===== src/rtl/pulpino_channel_pkg.sv =====
// Shared types and constants for the PULPino-side byte channel sequencer.
package pulpino_channel_pkg;

    localparam int BYTE_W     = 8;
    localparam int WORD_BYTES = 4;

    typedef enum logic [2:0] {
        IDLE,
        RD_WAIT,
        RD_BYTE,
        WR_DRAIN,
        WR_SETUP
    } state_e;

    typedef enum logic {
        PRIO_RD = 1'b0,
        PRIO_WR = 1'b1
    } prio_e;

endpackage


===== src/rtl/pulpino_channel_sequencer_if.sv =====
// Core-side word request/ack bundle of the channel sequencer (slave = sequencer, master = core glue).
interface pulpino_channel_sequencer_if;
    import pulpino_channel_pkg::*;

    logic                         rd_req_i;
    logic                         rd_ack_o;
    logic [BYTE_W*WORD_BYTES-1:0] rd_data_o;
    logic                         wr_req_i;
    logic [BYTE_W*WORD_BYTES-1:0] wr_data_i;
    logic                         wr_ack_o;
    logic                         busy_o;
    logic                         err_o;

    modport slave (
        input  rd_req_i, wr_req_i, wr_data_i,
        output rd_ack_o, rd_data_o, wr_ack_o, busy_o, err_o
    );

    modport master (
        output rd_req_i, wr_req_i, wr_data_i,
        input  rd_ack_o, rd_data_o, wr_ack_o, busy_o, err_o
    );

endinterface


===== src/rtl/flicker_edge_detect.sv =====
// Toggle-to-pulse converter: registers the flicker input and flags any change as a one-cycle edge.
module flicker_edge_detect (
    input  logic clk,
    input  logic reset_n_i,
    input  logic flicker_i,
    output logic edge_o
);

    logic flicker_q;

    always_ff @(posedge clk or negedge reset_n_i) begin
        if (!reset_n_i) begin
            flicker_q <= 1'b0;
        end else begin
            flicker_q <= flicker_i;
        end
    end

    assign edge_o = flicker_i ^ flicker_q;

endmodule


===== src/rtl/pulpino_channel_sequencer.sv =====
// Arbitrates word read/write requests and moves each word as four toggle-handshaked bytes, LSB first.
// Build option CHANNEL_TIMEOUT_EN bounds the RD_WAIT/WR_DRAIN waits and pulses err_o with the ack.
module pulpino_channel_sequencer
    import pulpino_channel_pkg::*;
#(
    parameter int SETTLE_CYCLES  = 2,
    parameter int TIMEOUT_CYCLES = 255
) (
    input  logic                 clk,
    input  logic                 reset_n_i,
    pulpino_channel_sequencer_if.slave core_if,
    input  logic [BYTE_W-1:0]    usb_to_pulpino_data_i,
    input  logic                 usb_write_flicker_i,
    input  logic                 usb_read_flicker_i,
    output logic                 pulpino_read_flicker_o,
    output logic                 pulpino_write_flicker_o,
    output logic [BYTE_W-1:0]    pulpino_to_usb_data_o
);

    localparam int         WORD_W      = BYTE_W * WORD_BYTES;
    localparam logic [3:0] SETTLE_LAST = 4'(SETTLE_CYCLES - 1);
    localparam logic [1:0] IDX_LAST    = 2'(WORD_BYTES - 1);

    state_e              state_q, state_d;
    prio_e               prio_q, prio_d;
    logic [1:0]          idx_q, idx_d, idx_nxt;
    logic [3:0]          cnt_q, cnt_d;
    logic                word_avail_q, word_avail_d;
    logic                tx_pending_q, tx_pending_d;
    logic [WORD_W-1:0]   wdata_q, wdata_d;
    logic [WORD_W-1:0]   rd_data_q, rd_data_d;
    logic                rd_ack_q, rd_ack_d, wr_ack_q, wr_ack_d;
    logic                rd_flk_q, rd_flk_d, wr_flk_q, wr_flk_d;
    logic [BYTE_W-1:0]   tx_byte_q, tx_byte_d;
    logic                usb_wr_edge, usb_rd_edge;
    logic                settle_done, wait_expired;

    assert property (@(posedge clk) (SETTLE_CYCLES >= 1) && (SETTLE_CYCLES <= 15) && (TIMEOUT_CYCLES >= 1));

    flicker_edge_detect u_usb_wr_edge (
        .clk       (clk),
        .reset_n_i (reset_n_i),
        .flicker_i (usb_write_flicker_i),
        .edge_o    (usb_wr_edge)
    );

    flicker_edge_detect u_usb_rd_edge (
        .clk       (clk),
        .reset_n_i (reset_n_i),
        .flicker_i (usb_read_flicker_i),
        .edge_o    (usb_rd_edge)
    );

    assign settle_done = (cnt_q == SETTLE_LAST);
    assign idx_nxt     = idx_q + 2'd1;

    always_comb begin
        state_d      = state_q;
        prio_d       = prio_q;
        idx_d        = idx_q;
        cnt_d        = cnt_q;
        word_avail_d = word_avail_q;
        tx_pending_d = tx_pending_q;
        wdata_d      = wdata_q;
        rd_data_d    = rd_data_q;
        rd_ack_d     = 1'b0;
        wr_ack_d     = 1'b0;
        rd_flk_d     = rd_flk_q;
        wr_flk_d     = wr_flk_q;
        tx_byte_d    = tx_byte_q;

        // Clear first so a set later in this block wins on coincidence.
        if (usb_rd_edge) tx_pending_d = 1'b0;

        case (state_q)
            IDLE: begin
                if (core_if.rd_req_i && (!core_if.wr_req_i || prio_q == PRIO_RD)) begin
                    state_d = RD_WAIT;
                    if (core_if.wr_req_i) prio_d = PRIO_WR;
                end else if (core_if.wr_req_i) begin
                    state_d = WR_DRAIN;
                    wdata_d = core_if.wr_data_i;
                    if (core_if.rd_req_i) prio_d = PRIO_RD;
                end
            end
            RD_WAIT: begin
                if (word_avail_q) begin
                    word_avail_d = 1'b0;
                    idx_d        = 2'd0;
                    cnt_d        = 4'd0;
                    state_d      = RD_BYTE;
                end else if (wait_expired) begin
                    rd_ack_d = 1'b1;
                    state_d  = IDLE;
                end
            end
            RD_BYTE: begin
                if (settle_done) begin
                    rd_data_d[{idx_q, 3'b000} +: BYTE_W] = usb_to_pulpino_data_i;
                    rd_flk_d = ~rd_flk_q;
                    cnt_d    = 4'd0;
                    if (idx_q == IDX_LAST) begin
                        rd_ack_d = 1'b1;
                        state_d  = IDLE;
                    end else begin
                        idx_d = idx_nxt;
                    end
                end else begin
                    cnt_d = cnt_q + 4'd1;
                end
            end
            WR_DRAIN: begin
                if (!tx_pending_q) begin
                    idx_d     = 2'd0;
                    cnt_d     = 4'd0;
                    tx_byte_d = wdata_q[BYTE_W-1:0];
                    state_d   = WR_SETUP;
                end else if (wait_expired) begin
                    wr_ack_d = 1'b1;
                    state_d  = IDLE;
                end
            end
            WR_SETUP: begin
                if (settle_done) begin
                    wr_flk_d = ~wr_flk_q;
                    cnt_d    = 4'd0;
                    if (idx_q == IDX_LAST) begin
                        tx_pending_d = 1'b1;
                        wr_ack_d     = 1'b1;
                        state_d      = IDLE;
                    end else begin
                        idx_d     = idx_nxt;
                        tx_byte_d = wdata_q[{idx_nxt, 3'b000} +: BYTE_W];
                    end
                end else begin
                    cnt_d = cnt_q + 4'd1;
                end
            end
            default: state_d = IDLE;
        endcase

        if (usb_wr_edge) word_avail_d = 1'b1;
    end

    always_ff @(posedge clk or negedge reset_n_i) begin
        if (!reset_n_i) begin
            state_q      <= IDLE;
            prio_q       <= PRIO_RD;
            idx_q        <= 2'd0;
            cnt_q        <= 4'd0;
            word_avail_q <= 1'b0;
            tx_pending_q <= 1'b0;
            wdata_q      <= '0;
            rd_data_q    <= '0;
            rd_ack_q     <= 1'b0;
            wr_ack_q     <= 1'b0;
            rd_flk_q     <= 1'b0;
            wr_flk_q     <= 1'b0;
            tx_byte_q    <= '0;
        end else begin
            state_q      <= state_d;
            prio_q       <= prio_d;
            idx_q        <= idx_d;
            cnt_q        <= cnt_d;
            word_avail_q <= word_avail_d;
            tx_pending_q <= tx_pending_d;
            wdata_q      <= wdata_d;
            rd_data_q    <= rd_data_d;
            rd_ack_q     <= rd_ack_d;
            wr_ack_q     <= wr_ack_d;
            rd_flk_q     <= rd_flk_d;
            wr_flk_q     <= wr_flk_d;
            tx_byte_q    <= tx_byte_d;
        end
    end

`ifdef CHANNEL_TIMEOUT_EN
    localparam int              TO_W    = $clog2(TIMEOUT_CYCLES + 1);
    localparam logic [TO_W-1:0] TO_LAST = TO_W'(TIMEOUT_CYCLES - 1);

    logic [TO_W-1:0] to_cnt_q;
    logic            err_q;
    logic            in_wait;

    assign in_wait      = (state_q == RD_WAIT) || (state_q == WR_DRAIN);
    assign wait_expired = (to_cnt_q == TO_LAST);

    // Wait states only ever return to IDLE through the timeout path.
    always_ff @(posedge clk or negedge reset_n_i) begin
        if (!reset_n_i) begin
            to_cnt_q <= '0;
            err_q    <= 1'b0;
        end else begin
            err_q <= in_wait && (state_d == IDLE);
            if (in_wait && (state_d == state_q)) begin
                to_cnt_q <= to_cnt_q + 1'b1;
            end else begin
                to_cnt_q <= '0;
            end
        end
    end

    assign core_if.err_o = err_q;
`else
    assign wait_expired  = 1'b0;
    assign core_if.err_o = 1'b0;
`endif

    assign core_if.rd_ack_o  = rd_ack_q;
    assign core_if.rd_data_o = rd_data_q;
    assign core_if.wr_ack_o  = wr_ack_q;
    assign core_if.busy_o    = (state_q != IDLE);

    assign pulpino_read_flicker_o  = rd_flk_q;
    assign pulpino_write_flicker_o = wr_flk_q;
    assign pulpino_to_usb_data_o   = tx_byte_q;

endmodule


===== src/flat_wrapper.sv =====
// flat-port wrapper written by rule: the top's interface ports become plain ports
module pulpino_channel_sequencer_flat import pulpino_channel_pkg::*;
#(
    parameter int SETTLE_CYCLES  = 2,
    parameter int TIMEOUT_CYCLES = 255
)
  (clk, reset_n_i, usb_to_pulpino_data_i, usb_write_flicker_i, usb_read_flicker_i, pulpino_read_flicker_o, pulpino_write_flicker_o, pulpino_to_usb_data_o, core_if_rd_req_i, core_if_wr_req_i, core_if_wr_data_i, core_if_rd_ack_o, core_if_rd_data_o, core_if_wr_ack_o, core_if_busy_o, core_if_err_o);
  pulpino_channel_sequencer_if core_if_i ();
  input  logic clk;
  input  logic reset_n_i;
  input  logic [BYTE_W-1:0] usb_to_pulpino_data_i;
  input  logic usb_write_flicker_i;
  input  logic usb_read_flicker_i;
  output logic pulpino_read_flicker_o;
  output logic pulpino_write_flicker_o;
  output logic [BYTE_W-1:0] pulpino_to_usb_data_o;
  input wire logic [$bits(core_if_i.rd_req_i)-1:0] core_if_rd_req_i;
  input wire logic [$bits(core_if_i.wr_req_i)-1:0] core_if_wr_req_i;
  input wire logic [$bits(core_if_i.wr_data_i)-1:0] core_if_wr_data_i;
  output wire logic [$bits(core_if_i.rd_ack_o)-1:0] core_if_rd_ack_o;
  output wire logic [$bits(core_if_i.rd_data_o)-1:0] core_if_rd_data_o;
  output wire logic [$bits(core_if_i.wr_ack_o)-1:0] core_if_wr_ack_o;
  output wire logic [$bits(core_if_i.busy_o)-1:0] core_if_busy_o;
  output wire logic [$bits(core_if_i.err_o)-1:0] core_if_err_o;
  assign core_if_i.rd_req_i = core_if_rd_req_i;
  assign core_if_i.wr_req_i = core_if_wr_req_i;
  assign core_if_i.wr_data_i = core_if_wr_data_i;
  assign core_if_rd_ack_o = core_if_i.rd_ack_o;
  assign core_if_rd_data_o = core_if_i.rd_data_o;
  assign core_if_wr_ack_o = core_if_i.wr_ack_o;
  assign core_if_busy_o = core_if_i.busy_o;
  assign core_if_err_o = core_if_i.err_o;
  pulpino_channel_sequencer #(.SETTLE_CYCLES(SETTLE_CYCLES), .TIMEOUT_CYCLES(TIMEOUT_CYCLES)) u_core (.clk(clk), .reset_n_i(reset_n_i), .core_if(core_if_i), .usb_to_pulpino_data_i(usb_to_pulpino_data_i), .usb_write_flicker_i(usb_write_flicker_i), .usb_read_flicker_i(usb_read_flicker_i), .pulpino_read_flicker_o(pulpino_read_flicker_o), .pulpino_write_flicker_o(pulpino_write_flicker_o), .pulpino_to_usb_data_o(pulpino_to_usb_data_o));
endmodule

===== config.mk =====
export PLATFORM = sky130hd
export DESIGN_NAME = pulpino_channel_sequencer_flat
export DESIGN_NICKNAME = d
export VERILOG_FILES = /design/src/rtl/pulpino_channel_pkg.sv /design/src/rtl/pulpino_channel_sequencer_if.sv /design/src/rtl/flicker_edge_detect.sv /design/src/rtl/pulpino_channel_sequencer.sv /design/src/flat_wrapper.sv
export SDC_FILE = /design/constraint.sdc
export NUM_CORES = 1
export LEC_CHECK = 0
export ABC_CLOCK_PERIOD_IN_PS = 2600
export CORE_MARGIN = 3
export CORE_UTILIZATION = 45
export CTS_CLUSTER_DIAMETER = 150
export DETAILED_ROUTE_END_ITERATION = 10
export GPL_TIMING_DRIVEN = 0
export PLACE_DENSITY_LB_ADDON = 0.05
export SETUP_SLACK_MARGIN = 0.02
export SLEW_MARGIN = 0
export SYNTH_ARGS = -nofsm -noshare
export SYNTH_HDL_FRONTEND = slang
export SYNTH_SLANG_ARGS = --single-unit

===== constraint.sdc =====
create_clock -name clk -period 2.6 [get_ports clk]
set_clock_uncertainty 0.05 [all_clocks]
set_input_delay 0.52 -clock clk [delete_from_list [all_inputs] [get_ports clk]]
set_output_delay 0.52 -clock clk [all_outputs]
set_load 0.03 [all_outputs]

# After elaboration in Yosys (flattened, before gate mapping)
# Cells that the tools add are included.
# W data, S select, Z words.
totals:
  register_bits: 90
  in_bits: 46
  output_inout_bits: 46
op_classes:
  n_bitwise: 6
  addsub: 3
  n_mux: 35
  n_shift: 3
  n_reduce_logical: 18
  eq_ne: 14
ops:
  columns: ["operator", "count"]
  rows:
  - ["$bwmux W32", 1]
  - ["$shift A8 B7 Y32 const A", 1]
  - ["$shiftx A32 B6 Y8", 1]
  - ["$shiftx A8 B7 Y32", 1]
  - ["$mux W8", 3]
  - ["$mux W3", 6]
  - ["$pmux W8 S2", 1]
  - ["$mux W1", 14]
  - ["$mux W4", 3]
  - ["$pmux W3 S4", 1]
  - ["$pmux W4 S3", 1]
  - ["$reduce_and A5 Y1", 2]
  - ["$reduce_and A3 Y1", 3]
  - ["$mux W2", 4]
  - ["$ne A2 B1 Y1 const B", 4]
  - ["$neg A5 Y7", 1]
  - ["$eq A3 B2 Y1 const B", 2]
  - ["$ne A2 B2 Y1 const B", 3]
  - ["$pmux W2 S3", 1]
  - ["$reduce_bool A2 Y1", 3]
  - ["$reduce_bool A3 Y1", 2]
  - ["$add A4 B1 Y4 const B", 1]
  - ["$eq A4 B1 Y1 const B", 1]
  - ["$not A1 Y1", 4]
  - ["13 further kinds", 15]

# Longest topological paths before layout
# Gate-level depths: netlist of run 1.
logic_depth:
  depth_word: 5
  mapped_depth: 8
  depth_no_buf: 6

# Cells and area by module
# A second synthesis of run 1 with hierarchy kept.
unflattened:
  cells_unflattened: 326
  hier_area_um2: 4126.5
modules_own_cells:
  columns: ["mod", "area_each_um2", "seq_area_each_um2", "instances", "cells_per_inst"]
  rows:
  - ["pulpino_channel_sequencer", 4058.9, 2202.1, 1, 322]
  - ["flicker_edge_detect", 33.8, 25.0, 2, 2]

# Worst setup path before layout of run 1
# No wires, ideal clock.
synth_timing:
  path_kind: "register to register"
  startpoint: "reg u_core.idx_q[0]"
  endpoint: "reg u_core.rd_data_q[16], in the netlist u_core.core_if.rd_data_o[16]"
  path_stages_with_launch: 8
  period_less_slack_ns: 2.271
  t_arrival_ns: 2.157
  path_buffers: 2
  required_time_ns: 2.486
  slack_ns: 0.329
  cell_sequence: "dfrtp_1 -> clkbuf_1 -> inv_1 -> ha_1 -> clkbuf_1 -> nor3b_1 -> nand4_1 -> a21bo_2"
synth_via:
  elab_chain_cells: 3
  elab_cells_between_ends: 4
  cone_classes: "1 x add/sub; 2 x shift; 1 x mux"
synth_rtl:
  columns: ["element", "line", "text"]
  rows:
  - ["from (decl)", "pulpino_channel_sequencer.sv:26", "logic [1:0] idx_q, idx_d, idx_nxt;"]
  - ["from (signal assigned)", "pulpino_channel_sequencer.sv:163", "idx_q <= idx_d;"]
  - ["$neg A5 Y7 (*)", "pulpino_channel_sequencer.sv:99", "rd_data_d[{idx_q, 3'b000} +: BYTE_W] = usb_to_pulpino_data_i;"]
  - ["$shiftx A8 B7 Y32 / $shift A8 B7 Y32 (equally long branches)", "pulpino_channel_sequencer.sv:99", null]
  - ["$bwmux W32 (*)", "pulpino_channel_sequencer.sv:99", null]
  - ["to (signal assigned)", "pulpino_channel_sequencer.sv:168", "rd_data_q <= rd_data_d;"]
  - ["to (decl)", "pulpino_channel_sequencer.sv:31", "logic [WORD_W-1:0] rd_data_q, rd_data_d;"]
# Mark *: on every way between the ends. The rest lies on a longest branch, timed or not.
# A chain may end at the register's enable or synchronous reset.

# Final worst setup path of run 1
layout_timing:
  startpoint: "reg u_core.idx_q[0]"
  endpoint: "reg u_core.tx_byte_q[5], in the netlist u_core.pulpino_to_usb_data_o[5]"
layout_via:
  elab_chain_cells: 5
  elab_cells_between_ends: 8
  cone_classes: "1 x add/sub; 2 x eq/ne; 1 x shift; 3 x mux; 1 x reduce/logical"
layout_rtl:
  columns: ["element", "line", "text"]
  rows:
  - ["$add A2 B1 Y2", "pulpino_channel_sequencer.sv:55", "assign idx_nxt = idx_q + 2'd1;"]
  - ["$shiftx A32 B6 Y8", "pulpino_channel_sequencer.sv:133", "tx_byte_d = wdata_q[{idx_nxt, 3'b000} +: BYTE_W];"]
  - ["$mux W8", "pulpino_channel_sequencer.sv:127", "if (idx_q == IDX_LAST) begin"]
  - ["$mux W8", "pulpino_channel_sequencer.sv:124", "if (settle_done) begin"]
  - ["$pmux W8 S2", "pulpino_channel_sequencer.sv:75", "case (state_q)"]
  - ["to (signal assigned)", "pulpino_channel_sequencer.sv:173", "tx_byte_q <= tx_byte_d;"]
  - ["to (decl)", "pulpino_channel_sequencer.sv:34", "logic [BYTE_W-1:0] tx_byte_q, tx_byte_d;"]
# Several ways; a longest one is shown, not always the timed one. The select of a mux whose other input is x is not followed.

==> flow_metrics.tcl, run 1 <==
set metrics [dict create \
    synthArstFlopShare_pct 100 \
    viasPerCell 5.35 \
    maxClockFrequency_ghz 0.421 \
    nNetsFinal 484 \
    cp-end-kind "register" \
    max_slew_margin_pct 53.2 \
    power.density_nw_per_um2 1270 \
    cts_tree "built" \
    numCtsBuffers 9 \
    groute.usage.overall_pct 18.9 \
    wirelength_mm 9.13 \
    drt-initial-drc-count 153 \
    floorplan.rows 34 \
    antennaDiodeCount 0 \
    ys_types 43 \
    grt_pass1_wl_mm 15.1 \
    max_cap_violations 0 \
    setup_tns_ps 0 \
    syn_inst 324 \
    first_global_vias 2967 \
    placed_cells 523 \
    die-area_um2 10200 \
    yosys_warnings 0 \
    required_ps 2780 \
    port_buffers 90 \
    areaGrowthSynthToFinish_pct 33.2 \
    antenna_found_initial 0 \
    hold_buffers 0 \
    p_leak_nw 2.43 \
    dieWidth_um 101 \
    final_antenna_net_count 0 \
    status "finished clean" \
    min_path_type "input pin to asynchronous set/reset pin" \
    drc 0 \
    fin_crit_ps 2370 \
    syn_nets 377 \
    synth_edf_count 0 \
    syn_area_um2 4070 \
    clk_transition_reported_paths_ps 90 \
    clock_tree.root_cell "clkbuf_8" \
    die_y_um 101 \
    vias 2913 \
    io_pins 92 \
    clk_path_buf_depth 2 \
    period_share_pct 91.3 \
    ys_seq_area_share_pct 55.4 \
    finalSetupViolCount 0 \
    layout-drive-gt1-share_pct 22.2 \
    ys_seq_elements 90 \
    start_util_pct 46.4 \
    drt-wirelength-per-cell_um 16.8 \
    final_common_cell "dfrtp_1" \
    slowest_delay_ps 420 \
    core-area_um2 8760 \
    gr-total-overflow 0 \
    rsz0062_at_grt "false" \
    crit_type "register to register" \
    clk_latency_ps 360 \
    fin_util_pct 61.8 \
    vdd_drop_max_v 0.000448 \
    hold_viol_final 0 \
    crit_path_start_kind "register" \
    htree_levels 3 \
    crit_path_top_delay_cell "ha_1" \
    fillerInstances 754 \
    crit_fanout 7 \
    grt_max_degree 49 \
    ys.flop_type "dfrtp_1" \
    routabilityCongestion 0.807 \
    critPathArrivalTime_ps 2560 \
    final-max-slew-violation-count 0 \
    dr.pass1.iters 4 \
    dp_hpwl_mm 6.64 \
    synth_area_per_cell_um2 12.6 \
    clock-sinks 90 \
    final_cell_mix "dfrtp_1, clkdlybuf4s50_1, mux2_2" \
    path_cells "clkbuf_2 > inv_1 > ha_1 > nor2b_1 > clkbuf_1 > a221o_1 > mux2i_1 > o21ai_0" \
    worst_pin_slew_ps 701 \
    instances_no_fill 544 \
]
==> repair_timing <==
item                       CTS  global route
cloned                       0             0
setup endpoints to repair   25            28
pin swaps                    0             1
resized for setup            5             8
buffers inserted             0             5
==> worst max-delay path, delay by kind of cell, from the launching register on <==
kind,cells,cell delay [ps]
AOI/OAI and AO/OA,2,460
adders and majority gates,1,420
buffers and inverters,3,620
DFF,1,400
muxes,1,140
and+or+nand+nor,1,180
==> area by class of cell <==
type / count / area (um^2) / share of cell area (%)
buffer: 18 / 104 / 1.92
clock buffer: 11 / 141 / 2.61
clock inverter: 5 / 62.6 / 1.16
inverter: 6 / 22.5 / 0.416
multi-input combinational: 210 / 1730 / 32.0
sequential: 90 / 2250 / 41.6
tap: 108 / 135 / 2.49
timing repair buffer: 96 / 966 / 17.8
==> where the power goes <==
part	leakage, nW	internal (mW)	switching (mW)	total, mW
clock network	0.0962	0.476	0.512	0.989
logic	1.22	1.64	1.85	3.49
registers	1.11	2.03	0.371	2.41
==> Yosys cell counts (7+ instances only) <==
| cell type | n | area share, % |
|---|---|---|
| ha_1 | 7 | 2.2 |
| o21ai_0 | 11 | 1.4 |
| clkbuf_1 | 7 | 0.65 |
| nor2b_1 | 10 | 1.5 |
| nand4_1 | 32 | 4.9 |
| a21bo_2 | 25 | 6.2 |
| a221o_1 | 8 | 2.0 |
| dfrtp_1 | 90 | 55 |
| a21bo_1 | 7 | 1.7 |
| mux2_2 | 33 | 9.1 |
| mux2i_1 | 8 | 2.0 |
| nand2_1 | 17 | 1.6 |
==> state kept, by name (all words and copies together) (netlist names) <==
signal and flops:
u_core.cnt_q 4, u_core.core_if.rd_ack_o 1, u_core.core_if.rd_data_o 32, u_core.core_if.wr_ack_o 1, u_core.idx_q 2, u_core.prio_q 1
u_core.pulpino_read_flicker_o 1, u_core.pulpino_to_usb_data_o 8, u_core.pulpino_write_flicker_o 1, u_core.state_q 3, u_core.tx_pending_q 1, u_core.u_usb_rd_edge.flicker_q 1
u_core.u_usb_wr_edge.flicker_q 1, u_core.wdata_q 32, u_core.word_avail_q 1
==> metrics by stage <==
step                setup slack [ps]  area, um^2  hold slack, ps  power [mW]
finish                           227        5420            88.8        6.89
global route                    26.7        5420             131        7.36
CTS                             29.8        5350             116        6.85
detailed placement              -350        5130             414        5.83
global placement               -2390        5100             407        5.74
floorplan                        329        4070             174        4.61
==> kinds of logic after synthesis <==
group | count (synthesis) | synth area share (%)
flip-flops | 90 | 55.4
XOR/XNOR | 6 | 1.29
other | 1 | 0.0922
adder cells (fa/ha/maj) | 7 | 2.15
AND/OR/NAND/NOR | 88 | 12.9
multiplexers | 41 | 11.1
buffers and inverters | 24 | 2.98
AO/OA/AOI/OAI | 67 | 14.1
==> worst paths after layout <==
check	from	end	slack (ps)	depth (start not counted)
max	u_core.idx_q[0]	u_core.pulpino_to_usb_data_o[5]	230	8
min	reset_n_i	u_core.core_if.rd_ack_o	90	1
max reg2reg	u_core.idx_q[0]	u_core.pulpino_to_usb_data_o[5]	230	8
min reg2reg	u_core.pulpino_read_flicker_o	u_core.pulpino_read_flicker_o	430	1
max in group asynchronous	reset_n_i	u_core.wdata_q[1]	1790	2
min in group clk	u_core.pulpino_read_flicker_o	u_core.pulpino_read_flicker_o	430	1
==> metal layers <==
metal  wire (um)  share of wire [%]  vias to the layer above  global-route usage, %
met5           0                  0                        -                      0
met3         533                5.8                       12                   3.53
li1            -                  -                     1396                      -
met2        4210                 46                       79                   29.2
met1        4250                 47                     1426                   26.5
met4         128                1.4                        0                   6.75
No activity file was read; power rests on OpenSTA's default activity.
==> run 2, diff against run 1 <==
CORE_ASPECT_RATIO = 2   (was default)
SETUP_SLACK_MARGIN = default   (was 0.02)
==> flow_metrics.tcl, run 2 (synthesized netlist as in run 1, its figures left out) <==
set metrics [dict create \
    clk_transition_reported_paths_ps 60 \
    crit_path_start_kind "register" \
    first_global_vias 2990 \
    vias 2987 \
    max_slew_margin_pct 52.0 \
    fin_area_um2 5520 \
    hold_ws_ps 68.5 \
    grt_pass1_wl_mm 15.4 \
    numCtsBuffers 9 \
    antenna_found_initial 0 \
    crit_type "register to primary output" \
    hold_buffers 0 \
    required_ps 2030 \
    drc 0 \
    fin_crit_ps 2450 \
    power_mw 7.31 \
    clk_latency_ps 330 \
    nNetsFinal 483 \
    io_pins 92 \
    final_common_cell "dfrtp_1" \
    maxClockFrequency_ghz 0.409 \
    drt-wirelength-per-cell_um 17.5 \
    wirelength_mm 9.38 \
    clk_path_buf_depth 2 \
    groute.usage.overall_pct 19.6 \
    layout-drive-gt1-share_pct 22.3 \
    p_leak_nw 2.47 \
    dieWidth_um 73.2 \
    die-area_um2 10300 \
    core-area_um2 8710 \
    hold_viol_final 0 \
    fillerInstances 738 \
    final_antenna_net_count 0 \
    clock-sinks 90 \
    vdd_drop_max_v 0.000772 \
    period_share_pct 94.1 \
    final-max-slew-violation-count 0 \
    grt_max_degree 61 \
    worst_pin_slew_ps 719 \
    antennaDiodeCount 0 \
    max_cap_violations 0 \
    dp_hpwl_mm 7.02 \
    clock_tree.root_cell "clkbuf_16" \
    dr.pass1.iters 4 \
    min_path_type "input pin to asynchronous set/reset pin" \
    floorplan.rows 48 \
    finalSetupViolCount 0 \
    start_util_pct 46.7 \
    die_y_um 140 \
    cts_tree "built" \
    rsz0062_at_grt "false" \
    placed_area_um2 5120 \
    power.density_nw_per_um2 1320 \
    cp-end-kind "primary output" \
    htree_levels 3 \
    drt-initial-drc-count 92 \
    viasPerCell 5.58 \
    final_cell_mix "dfrtp_1, clkdlybuf4s50_1, mux2_2" \
    gr-total-overflow 0 \
    routabilityCongestion 0.824 \
    setup_tns_ps 0 \
    status "finished clean" \
    areaGrowthSynthToFinish_pct 35.7 \
    critPathArrivalTime_ps 1880 \
    crit_fanout 10 \
    port_buffers 90 \
]
## run 2: changes by cell type in the layout (fill, tap and decap cells not counted)
cell / previous run / this run
clkbuf_16: 0 / 9
clkinv_4: 1 / 0
clkbuf_1: 6 / 5
clkinv_2: 0 / 1
bufinv_16: 1 / 2
buf_2: 4 / 5
buf_4: 7 / 6
clkbuf_4: 1 / 0
dlymetal6s2s_1: 1 / 0
clkbuf_8: 10 / 1
clkdlybuf4s50_1: 88 / 89
## run 2: metal layers
metal / track usage, % / wire length (um)
met3: 3.23 / 421
met2: 34.5 / 5180
met1: 22.2 / 3520
met5: 0 / 0
met4: 9.24 / 257
## run 2: power breakdown
| part | internal, mW | switching, mW |
|---|---|---|
| Clock | 0.870 | 0.542 |
| Combinational | 1.63 | 1.87 |
| Sequential | 2.04 | 0.361 |
## run 2: final timing paths
path / cells after the start / endpoint / startpoint / slack [ps]
setup / recovery: 4 / core_if_busy_o / u_core.state_q[1] / 150
min in group clk: 1 / u_core.core_if.rd_data_o[29] / u_core.core_if.rd_data_o[29] / 430
hold reg to reg: 1 / u_core.core_if.rd_data_o[29] / u_core.core_if.rd_data_o[29] / 430
hold / removal: 1 / u_core.core_if.rd_ack_o / reset_n_i / 70
max in group asynchronous: 2 / u_core.wdata_q[10] / reset_n_i / 1790
setup reg to reg: 8 / u_core.pulpino_to_usb_data_o[3] / u_core.idx_q[0] / 220
## run 2: area by class of cell
| type | count | area [um^2] | share of cell area (%) |
|---|---|---|---|
| Tap cell | 100 | 125 | 2.27 |
| Clock inverter | 6 | 88.8 | 1.61 |
| Multi-Input combinational cell | 210 | 1730 | 31.4 |
| Timing Repair Buffer | 95 | 956 | 17.3 |
| Inverter | 6 | 22.5 | 0.408 |
| Sequential cell | 90 | 2250 | 40.8 |
| Clock buffer | 10 | 239 | 4.33 |
| Buffer | 18 | 101 | 1.84 |
## run 2: critical path, stage by stage (launching register included)
cell and delay [ps]:
dfrtp_1 320, clkbuf_1 330, nor3_2 110, inv_1 100, clkdlybuf4s50_1 680
## run 2: what timing repair did
item	4_1_cts	5_1_grt
pin swaps	0	1
buffers inserted	0	4
endpoints found under the hold margin	0	0
resized for setup	5	6
setup endpoints to repair	24	29
## run 2: stage by stage
| stage | setup slack [ps] | cells | utilization [%] |
|---|---|---|---|
| global route | 15.0 | 535 | 63.4 |
| finish | 153 | 535 | 63.4 |
| global placement | -2330 | 514 | 58.5 |
| CTS | 29.4 | 531 | 62.8 |
| detailed placement | -293 | 515 | 58.8 |
| floorplan | 329 | 324 | - |
==> run 3, diff against run 2 <==
CAP_MARGIN = 15   (was default)
==> results of run 3 <==
No change in the layout: final DEF, timing and power equal those of run 2.
==> patch 1, RTL diff (settings of run 1) <==
Encoding of `state_e`: now Gray code (3 bits for 5 states).
--- a/src/rtl/pulpino_channel_pkg.sv
+++ b/src/rtl/pulpino_channel_pkg.sv
@@ -5,11 +5,11 @@
     localparam int WORD_BYTES = 4;
 
     typedef enum logic [2:0] {
-        IDLE,
-        RD_WAIT,
-        RD_BYTE,
-        WR_DRAIN,
-        WR_SETUP
+        IDLE     = 3'b000,
+        RD_WAIT  = 3'b001,
+        RD_BYTE  = 3'b011,
+        WR_DRAIN = 3'b010,
+        WR_SETUP = 3'b110
     } state_e;
 
     typedef enum logic {
Formal check against the unedited RTL: no difference found for any inputs over 10 cycles, from zero or initial values and one cycle with reset_n_i low; not proved beyond that.
==> patch 1 against run 1 <==
Core utilization up 0.99 points. Wire length is 2.4% lower. Final cell count is 6.3% higher. Synthesized cell count increased by 13%. Synthesized area fell by 0.95%. Worst setup slack got worse by 0.077 ns. Sequential cell count stayed put. Final area shrank 1.9%. Via count grew 4.2%. Power shrank 13%.
==> patch 1: results (changes against run 1) <==
Worst EP arrival: 2.67 ns (+0.11 ns)
fraction of area in multi-input gates: 0.319 (-0.000961)
Net Count, Synth: 420 (+11%)
commonest cells in the netlist: dfrtp_1 (90), nand2_1 (73), o21ai_0 (37), mux2_2 (32), nor2_1 (11)
CP delay by family, top: simple AND/OR/NAND/NOR gates
mux contribution to synthesized area: 0.112 (+0.000758)
Tot GR Track Use: 0.183 (-0.00510)
Slowest Stage Delay on Critical Path: 0.51 ns (+0.09 ns)
layout filler cell count: 719 (-4.6%)
Seq/Total Area, Yosys: 0.559 (+0.00533)
pwr/cell area: 1130 mW/mm2 (-11%)
post-CTS sizing: 4 (-1)
clock buf count: 12 (+1)
Data buffer area share: 0.189 (-0.00895)
met3 wire length: 528 um (-0.94%)
Inst Count DP: 563 (+7.6%)
Synth Area in XOR/XNOR: 0.0130 (+0.000124)
Place WS: -0.377 ns (-0.0275 ns)
peak supply drop: 0.659 mV (+47%)
GP Congestion: 0.782 (-3.1%)
Post-Route WL: 8910 um (-2.4%)
run status: complete, no violations
adder-cell share of the synthesized area: 0.0217 (+0.000207)
via count: 3034 (+4.2%)
wl on met1: 3940 um (-7.4%)
multi-input gates: 250 (+19%)
Synth area leaders: dfrtp_1 (56%), mux2_2 (8.9%), nand2_1 (6.8%)
P_seq: 0.00224 W (-7%)
first-pass GRT wire length: 14700 um (-2.5%)
wire length on met2: 4330 um (+2.8%)
grt met2 use: 0.287 (-0.00517)
[patch 1: cell types whose count changed after synthesis, moves of 9 or more]
cell / run 1 / this run
nand4_1: 32 / 0
nand2_1: 17 / 73
o221a_2: 0 / 9
a21bo_2: 25 / 0
o21ai_0: 11 / 37
nor2b_1: 10 / 1
[patch 1: final timing paths]
check                                                             end  depth (start not counted)  slack [ns]
hold reg to reg            u_core.pulpino_write_flicker_o$_DFFE_PN0P_                          1        0.42
hold / removal               u_core.u_usb_rd_edge.flicker_q$_DFF_PN0_                          1        0.12
min in group clk           u_core.pulpino_write_flicker_o$_DFFE_PN0P_                          1        0.42
setup reg to reg             u_core.core_if.rd_data_o[10]$_DFFE_PN0P_                          7        0.15
max in group asynchronous    u_core.core_if.rd_data_o[17]$_DFFE_PN0P_                          2        1.75
setup / recovery             u_core.core_if.rd_data_o[10]$_DFFE_PN0P_                          7        0.15
==> patch 2, RTL diff (config.mk and constraints of run 1) <==
Made on the original files. Add a define of `CHANNEL_TIMEOUT_EN`.
--- a/src/rtl/pulpino_channel_sequencer.sv
+++ b/src/rtl/pulpino_channel_sequencer.sv
@@ -1,5 +1,7 @@
 // Arbitrates word read/write requests and moves each word as four toggle-handshaked bytes, LSB first.
 // Build option CHANNEL_TIMEOUT_EN bounds the RD_WAIT/WR_DRAIN waits and pulses err_o with the ack.
+`define CHANNEL_TIMEOUT_EN
+
 module pulpino_channel_sequencer
     import pulpino_channel_pkg::*;
 #(
Behaviour: same outputs for any inputs over 10 cycles, from zero or initial values and one cycle with reset_n_i low; that may be too few to reach the edited logic, so the function may still have changed.
==> patch 2 against run 1 <==
Synthesized area up 11%. Power down 21%. Worst setup slack better by 0.0032 ns. Critical path depth down 1. Final cell count up 11%. Sequential power down 5%. Wire length up 12%. Sequential cell count up 9. Via count up 12%. Final area up 7.1%. Largest cell class unchanged.
==> patch 2: results (changes against run 1) <==
run status: complete, no violations
Slowest Stage Delay on Critical Path: 0.46 ns (+0.04 ns)
CP delay by family, top: simple AND/OR/NAND/NOR gates
peak supply drop: 0.548 mV (+22%)
largest net degree at the start of global routing: 62 (+27%)
critical path peak fanout: 10 (+3)
TritonRoute pass-1 iters: 4 (unchanged)
asr flop ratio synth: 1.00 (unchanged)
H-tree levels: 3 (unchanged)
Place WS: 0.0909 ns (+0.441 ns)
slew at the pin with the worst max-slew slack: 0.788 ns (+0.0868 ns)
Tot GR Track Use: 0.189 (+0.000343)
Unique masters post-synth: 42 (-2.3%)
Synth warnings: 0 (unchanged)
Avg Cell Area, Syn: 12.3 um2 (-1.7%)
vias per cell: 5.44 (+1.5%)
root buffer cell: clkbuf_8
layout cells sized above 1: 0.224 (+0.00162)
initial antenna violation count: 0 (unchanged)
Worst EP arrival: 2.57 ns (about the same)
Post-layout nets: 526 (+8.7%)
DR WL/cell: 17.0 um (+1.2%)
via count: 3272 (+12%)
leakage power: 2.51 nW (+3.3%)
GP Congestion: 0.794 (-1.6%)
CP max stage cell: nor3_4
worst r2r dst: u_core.core_if.rd_data_o[21]$_DFFE_PN0P_
clock latency on the worst-skew pair: 0.36 ns (about the same)
IO Port Bufs: 91 (+1.1%)
r2r setup slk: 0.23 ns
commonest cells in the netlist: dfrtp_1 (99), mux2_2 (41), nand4_1 (34), a21bo_2 (29), nand2_1 (20)
first-pass GRT wire length: 16900 um (+12%)
dpl hpwl: 7410 um (+12%)
RR Startpoint: u_core.cnt_q[1]$_DFFE_PN0P_
Worst Reg-to-Reg Cells: 7 (-1)
Seq/Total Area, Yosys: 0.547 (-0.00687)
worst hold slack: 0.0753 ns (-0.0135 ns)
initial drt markers: 97 (-37%)
Reg clk slew, reported paths: 0.09 ns (about the same)
Synth area leaders: dfrtp_1 (55%), mux2_2 (10%), a21bo_2 (6.4%)
Inst Count DP: 588 (+12%)
layout filler cell count: 804 (+6.6%)
Net Count, Synth: 423 (+12%)
Max Root-Sink Buffers: 2 (unchanged)
CTS Buf Count: 9 (unchanged)
number of antenna diodes: 0 (unchanged)
Hold Crit Class: primary input to async pin
-- patch 2: cell types whose count changed after synthesis, sizes merged, moves of 7 or more --
cell	run 1	this run
o31ai	1	8
a221o	8	0
o32ai	0	8
nor2b	10	1
dfrtp	90	99
nand2b	1	9
mux2	33	41
nor2	3	14
o22ai	0	10
-- patch 2: kinds of logic (layout without fill, tap and decap cells) --
family / Yosys count / count (layout) / synth area share
AOI/OAI and AO/OA: 72 / 72 / 0.136
buffers and inverters: 27 / 133 / 0.0307
and+or+nand+nor: 104 / 104 / 0.130
muxes: 43 / 43 / 0.106
adders and majority gates: 10 / 10 / 0.0276
DFF: 99 / 99 / 0.547
xor gates and xnor gates: 12 / 12 / 0.0232
-- patch 2: what timing repair did --
item / 4_1_cts / 5_1_grt
gates resized for setup: 0 / 4
endpoints found under the setup margin: 0 / 15
endpoints found under the hold margin: 0 / 0
buffers inserted: 0 / 0
-- patch 2: power breakdown --
part | leakage (nW) | internal (W) | switching (W)
Sequential | 1.27 | 0.00200 | 0.000280
Combinational | 1.15 | 0.00110 | 0.00125
Clock | 0.0811 | 0.000336 | 0.000506
Total | 2.51 | 0.00343 | 0.00204
-- patch 2: layer usage --
metal  up-vias  wire length, um  track usage
met5         -                0            0
met1      1619             4760        0.265
met4         0              158       0.0675
met2        86             4740        0.296
met3        12              570       0.0310
li1       1555                -            -
-- patch 2: area by class of cell --
cell class                 instances  area [um2]  share of cell area
clock inverter                     5        31.3             0.00539
clock buffer                       9         124              0.0214
sequential                        99        2480               0.427
timing repair buffer              92         938               0.162
tap                              129         161              0.0278
buffer                            21         116              0.0201
multi-input combinational        241        1930               0.333
inverter                           6        22.5             0.00388
-- patch 2: per-stage QoR --
stage / instance area (um2) / setup TNS, ns
2_1_floorplan: 4530 / 0
3_3_place_gp: 5600 / -274.98
3_5_place_dp: 5630 / 0
4_1_cts: 5780 / 0
5_1_grt: 5800 / 0
6_report: 5800 / 0
-- patch 2: worst max path at each step --
stage | endpoint | from | cells after the start | slack, ns
3_3_place_gp | u_core.to_cnt_q[2]$_DFF_PN0_ | reset_n_i | 1 | -2.78
6_report | u_core.core_if.rd_data_o[21]$_DFFE_PN0P_ | u_core.cnt_q[1]$_DFFE_PN0P_ | 7 | 0.23
3_5_place_dp | u_core.core_if.rd_data_o[9]$_DFFE_PN0P_ | u_core.idx_q[0]$_DFFE_PN0P_ | 6 | 0.09
5_1_grt | u_core.core_if.rd_data_o[1]$_DFFE_PN0P_ | u_core.cnt_q[1]$_DFFE_PN0P_ | 7 | 0.06
4_1_cts | core_if_busy_o | u_core.state_q[0]$_DFF_PN0_ | 4 | 0.05
2_1_floorplan | u_core.core_if.rd_data_o[25]$_DFFE_PN0P_ | u_core.cnt_q[1]$_DFFE_PN0P_ | 7 | 0.56
